`src/rtl/traffic_pkg.sv`:
```
// Shared phase codes and request-FSM encoding, used by the request unit and the intersection controller.
package traffic_pkg;

  localparam int CNT_W = 16;

  typedef enum logic [2:0] {
    N_GREEN  = 3'd0,
    N_YELLOW = 3'd1,
    E_GREEN  = 3'd2,
    E_YELLOW = 3'd3,
    S_GREEN  = 3'd4,
    S_YELLOW = 3'd5,
    W_GREEN  = 3'd6,
    N_LEFT   = 3'd7
  } phase_t;

  typedef enum logic [1:0] {
    IDLE   = 2'd0,
    HOLD   = 2'd1,
    ASSERT = 2'd2,
    DRAIN  = 2'd3
  } req_state_t;

endpackage

```
`src/rtl/input_debounce.sv`:
```
// Two-flop synchronizer followed by a stability-count debouncer; emits a one-cycle pulse on a debounced rise.
module input_debounce
  import traffic_pkg::*;
#(
  parameter int unsigned DEBOUNCE_CYCLES = 16
) (
  input  logic clk,
  input  logic resetn,
  input  logic raw,
  output logic rise
);

  localparam logic [CNT_W-1:0] LAST = CNT_W'(DEBOUNCE_CYCLES - 1);

  logic             sync1;
  logic             sync2;
  logic             level;
  logic [CNT_W-1:0] count;

  // The count only runs while the synchronized value disagrees with the debounced
  // level, and it is capped at LAST, so it cannot wrap.
  always_ff @(posedge clk) begin
    if (!resetn) begin
      sync1 <= 1'b0;
      sync2 <= 1'b0;
      level <= 1'b0;
      count <= '0;
      rise  <= 1'b0;
    end else begin
      sync1 <= raw;
      sync2 <= sync1;
      rise  <= 1'b0;
      if (sync2 == level) begin
        count <= '0;
      end else if (count == LAST) begin
        level <= sync2;
        rise  <= sync2;
        count <= '0;
      end else begin
        count <= count + 1'b1;
      end
    end
  end

endmodule

```
`src/rtl/traffic_request_unit.sv`:
```
// Debounces sensor/emergency pads, latches requests and issues them to the controller once north green
// has run its minimum time (emergency bypasses the wait).
module traffic_request_unit
  import traffic_pkg::*;
#(
  parameter int unsigned DEBOUNCE_CYCLES  = 16,
  parameter int unsigned MIN_GREEN_CYCLES = 500
) (
  input  logic       clk,
  input  logic       resetn,
  input  logic       sensor_raw,
  input  logic       emerg_raw,
  input  logic [2:0] phase,
  output logic [1:0] go_control,
  output logic       req_pending,
  output logic       emerg_active
);

  localparam logic [CNT_W-1:0] MG_LIMIT = CNT_W'(MIN_GREEN_CYCLES);

  logic             sensor_rise;
  logic             emerg_rise;
  logic             sensor_req;
  logic             emerg_req;
  logic             sensor_next;
  logic             emerg_next;
  logic             any_next;
  logic             north_green;
  logic             consume;
  logic [CNT_W-1:0] mg_count;
  req_state_t       state;

  input_debounce #(.DEBOUNCE_CYCLES(DEBOUNCE_CYCLES)) u_sensor_db (
    .clk    (clk),
    .resetn (resetn),
    .raw    (sensor_raw),
    .rise   (sensor_rise)
  );

  input_debounce #(.DEBOUNCE_CYCLES(DEBOUNCE_CYCLES)) u_emerg_db (
    .clk    (clk),
    .resetn (resetn),
    .raw    (emerg_raw),
    .rise   (emerg_rise)
  );

  assign north_green = (phase == N_GREEN);
  assign consume     = (state == ASSERT) && !north_green;

  // A rise arriving on the consuming edge keeps its latch set.
  assign sensor_next = sensor_rise | (sensor_req & ~consume);
  assign emerg_next  = emerg_rise  | (emerg_req  & ~consume);
  assign any_next    = sensor_next | emerg_next;

  assign req_pending  = sensor_req | emerg_req;
  assign emerg_active = emerg_req;

  always_ff @(posedge clk) begin
    if (!resetn) begin
      sensor_req <= 1'b0;
      emerg_req  <= 1'b0;
      mg_count   <= '0;
    end else begin
      sensor_req <= sensor_next;
      emerg_req  <= emerg_next;
      if (!north_green) begin
        mg_count <= '0;
      end else if (mg_count != MG_LIMIT) begin
        mg_count <= mg_count + 1'b1;
      end
    end
  end

  // go_control is computed from next-cycle latch values so it tracks the
  // latches exactly while in ASSERT and is zero elsewhere.
  always_ff @(posedge clk) begin
    if (!resetn) begin
      state      <= IDLE;
      go_control <= 2'b00;
    end else begin
      go_control <= 2'b00;
      case (state)
        IDLE: begin
          if (any_next) state <= HOLD;
        end
        HOLD: begin
          if (north_green && (emerg_next || mg_count == MG_LIMIT)) begin
            state      <= ASSERT;
            go_control <= {emerg_next, sensor_next};
          end
        end
        ASSERT: begin
          if (!north_green) begin
            state <= DRAIN;
          end else begin
            go_control <= {emerg_next, sensor_next};
          end
        end
        DRAIN: begin
          if (north_green) state <= any_next ? HOLD : IDLE;
        end
        default: state <= IDLE;
      endcase
    end
  end

endmodule

```
`config.mk`:
```
export PLATFORM = sky130hd
export DESIGN_NAME = traffic_request_unit
export DESIGN_NICKNAME = d
export VERILOG_FILES = /design/src/rtl/traffic_pkg.sv /design/src/rtl/input_debounce.sv /design/src/rtl/traffic_request_unit.sv
export SDC_FILE = /design/constraint.sdc
export NUM_CORES = 1
export LEC_CHECK = 0
export ABC_AREA = 1
export CORE_UTILIZATION = 45
export DETAILED_ROUTE_END_ITERATION = 12
export GPL_ROUTABILITY_DRIVEN = 0
export PLACE_DENSITY = 0.64
export SKIP_LAST_GASP = 1
export SLEW_MARGIN = 25
export SYNTH_ARGS = -nofsm -noshare
export SYNTH_HDL_FRONTEND = slang
export SYNTH_SLANG_ARGS = --single-unit
export TNS_END_PERCENT = 1
```
`constraint.sdc`:
```
create_clock -name clk -period 1.6 [get_ports clk]
set_input_delay 0.32 -clock clk [delete_from_list [all_inputs] [get_ports clk]]
set_output_delay 0.32 -clock clk [all_outputs]
set_load 0.005 [all_outputs]
```
==> run_results.csv <==
group,metric,value,unit
yosys,ys.flop_type,"dfxtp_1",
yosys,yosys_warnings,0,
yosys,ys_async_sr_fraction,0,%
timing,rsz0062_at_grt,"yes",
finish,ff_latch_area,1250,µm²
timing,layout_min_cycle_time,1.55,ns
critical_path,arrival,1.23,ns
finish,antenna_cells,0,
finish,syn_to_final_growth,22.6,%
global_route,grt_max_degree,17,
yosys,synth_compound_area_share,7.83,%
timing,whs,0.415,ns
power_and_ir_drop,power_leakage,1.35,nW
critical_path,crit_path_max_fanout,3,
clock_network,clkTransAtPathRegs,0.07,ns
critical_path,crit_buf_inv,1,
yosys,yosys.area.top_type_share,42.0,%
yosys,synthesis.nets,407,
flow_run,maxCapViolations,0,
finish,fill_cells,598,
timing,maxSlewHeadroom,68.3,%
yosys,ys_seq_elements,62,
critical_path,end_kind,"output port",
global_route,grt_pass1_wl,9.52,mm
power_and_ir_drop,powerDensity,835,nW/µm²
placement,port_buffers,10,
finish,finalNetCount,454,
clock_network,clk_path_buf_depth,2,
worst_hold_path,hold_path.class,"reg -> reg",
global_route,grt_overflow,0,
yosys,synth-seq-area-share,42.0,%
floorplan,die_w,83.1,µm
routing,dr.pass1.iters,4,
timing,finalCritPeriodShare,96.9,%
clock_network,root_buffer,"clkbuf_8",
routing,drcViolationCount,0,
clock_network,h-tree-depth,3,
floorplan,die_h,83.1,µm
routing,wl_per_cell,10.6,µm
global_route,grtUsageTotal,17.0,%
floorplan,rows,29,
finish,multi_input_area,1540,µm²
global_route,grt_pass1_vias,2269,
yosys,muxShareOfSynthArea,0,%
yosys,yosys.area_share.simple,33.9,%
floorplan,die_area,6900,µm²
finish,drive_gt1_share,22.6,%
power_and_ir_drop,switching_power,0.000751,W
power_and_ir_drop,comb_power_share,8.4,%
status,status,"finished clean",
clock_network,tritoncts,"done",
critical_path,cp_data_required_time,1.28,ns
routing,vias,2481,
global_route,antenna_found_initial,0,
yosys,synth_adder_area_share,3.81,%
finish,layout_common_cells,"71 x nand2_1, 57 x dfxtp_1, 54 x inv_1, 39 x nor2_1, 31 x a21oi_1",
placement,hpwl,4.06,mm
routing,antenna_left,0,
critical_path,crit_slowest_cell,"clkdlybuf4s50_1",
floorplan,core_area,6350,µm²
yosys,synth_edf_count,0,
yosys,synth_top_family_by_area,"simple AND/OR/NAND/NOR gates",
yosys,syn_inst,391,
critical_path,path_cells,"clkdlybuf4s50_1",
floorplan,initial_core_util,46.6,%
critical_path,critPathKind,"reg -> out",
routing,avgViaCountPerCell,4.77,
timing,finalSetupViolCount,0,
clock_network,hold_buffers,0,
finish,postLayoutCoreUtil,57.1,%
power_and_ir_drop,vdd_drop_max,0.727,mV
yosys,netlist_area,2960,µm²
critical_path,cpLargestDelayFamily,"buffers and inverters",
yosys,synth_cell_types,33,
critical_path,max_stage_delay,0.52,ns
power_and_ir_drop,power.internal,0.00228,W
timing,worst_slew_pin_slew,0.475,ns
timing,max_freq,0.645,GHz
power_and_ir_drop,clockPowerShare,39.3,%
floorplan,ios,11,
power_and_ir_drop,netSwitchingFraction,24.8,%
timing,slew_violations,0,
yosys,avgSynthCellArea,7.56,µm²
critical_path,critPathLaunchType,"flip-flop",
routing,wl,5.49,mm
yosys,yosysTopAreaCell,"dfxtp_1",
yosys,synth_xor_area_share,3.85,%
clock_network,clkSinkCount,62,
clock_network,clk_latency,0.34,ns
clock_network,numCtsBuffers,9,
timing,clock_skew,0.00492,ns
timing,hold_viol,0,
routing,drt_iter0_drc,90,
yosys,synthTopCellsByArea,"dfxtp_1 42%, nand2_1 9.4%, inv_1 7.0%, a21oi_1 5.4%, nor2_1 5.2%",
finish,final_common_cell,"nand2_1",
power_and_ir_drop,seq_power_share,52.3,%
state kept, by name, indices dropped and copies added, names as in the netlist:
register and count:
mg_count 16, sensor_req 1, u_emerg_db.level 1, u_sensor_db.level 1
emerg_active 1, u_emerg_db.rise 1, u_emerg_db.count 16, u_emerg_db.sync2 1
u_sensor_db.sync1 1, go_control 2, u_sensor_db.count 16, state 2
u_sensor_db.sync2 1, u_sensor_db.rise 1, u_emerg_db.sync1 1
power groups by stage:
stage / combinational, W / sequential, W / clock [W]
CTS: 0.000248 / 0.00158 / 0.00124
detailed placement: 0.000248 / 0.00162 / 0
finish: 0.000255 / 0.00158 / 0.00119
global placement: 0.000238 / 0.00161 / 0
global route: 0.000293 / 0.00158 / 0.00130
floorplan: 0.000161 / 0.00162 / 0
routing by layer:
metal	share of wire (%)	GRT usage (%)
met4	2.0	9.87
met2	46	27.2
met1	49	21.2
met3	2.7	3.58
met5	0	0
metrics by stage:
| stage | TNS (ns) | total power, W | setup slack (ns) | instance area, µm² | std cells |
|---|---|---|---|---|---|
| CTS | 0 | 0.00307 | 0.00600 | 3500 | 515 |
| finish | 0 | 0.00303 | 0.0497 | 3630 | 520 |
| global route | -0.541 | 0.00318 | -0.0845 | 3630 | 520 |
| global placement | -0.409 | 0.00185 | -0.138 | 3340 | 499 |
| floorplan | 0 | 0.00178 | 0.122 | 2960 | 391 |
| detailed placement | -0.772 | 0.00186 | -0.211 | 3340 | 499 |
cell type report:
class,count,share of cell area (%)
multi-input cells,265,42.4
clock inverters,4,0.621
repair buffers,40,9.73
clock buffers,12,4.00
inverters,60,6.21
well taps,77,2.66
flip-flops and latches,62,34.4
path summary, 6_finish.rpt:
check | start | end | slack, ns | depth (start not counted)
worst max-delay path | emerg_active | emerg_active | 0.05 | 1
worst min-delay path | u_sensor_db.sync1 | u_sensor_db.sync2 | 0.41 | 2
worst max register to register | u_emerg_db.count[0] | u_emerg_db.count[13] | 0.05 | 12
worst min register to register | u_sensor_db.sync1 | u_sensor_db.sync2 | 0.41 | 2
cells in the mapped netlist (3+ instances only):
| cell type | number |
|---|---|
| nor3_1 | 14 |
| o21ai_0 | 9 |
| nor2_2 | 7 |
| ha_1 | 9 |
| inv_1 | 55 |
| nand3_2 | 6 |
| nor2_1 | 41 |
| or2_2 | 4 |
| nand2_1 | 74 |
| inv_2 | 4 |
| nand3_1 | 24 |
| a21oi_1 | 32 |
| nand3b_1 | 3 |
| nand4_1 | 5 |
| dfxtp_1 | 62 |
| nand2_2 | 7 |
| xor2_1 | 12 |
| nor2_4 | 5 |
cell families (layout without fill, tap and decap cells):
logic type | count (synthesis) | in the layout
AO/OA/AOI/OAI | 45 | 45
XOR/XNOR | 13 | 13
adder cells (fa/ha/maj) | 9 | 9
buffers and inverters | 64 | 116
flip-flops | 62 | 62
AND/OR/NAND/NOR | 198 | 198
timing repair:
action	4_1_cts	5_1_grt
pin swaps	0	14
buffers inserted	0	5
setup endpoints to repair	1	39
resized for setup	1	25
Note: power is estimated with default switching activity, not from simulation.
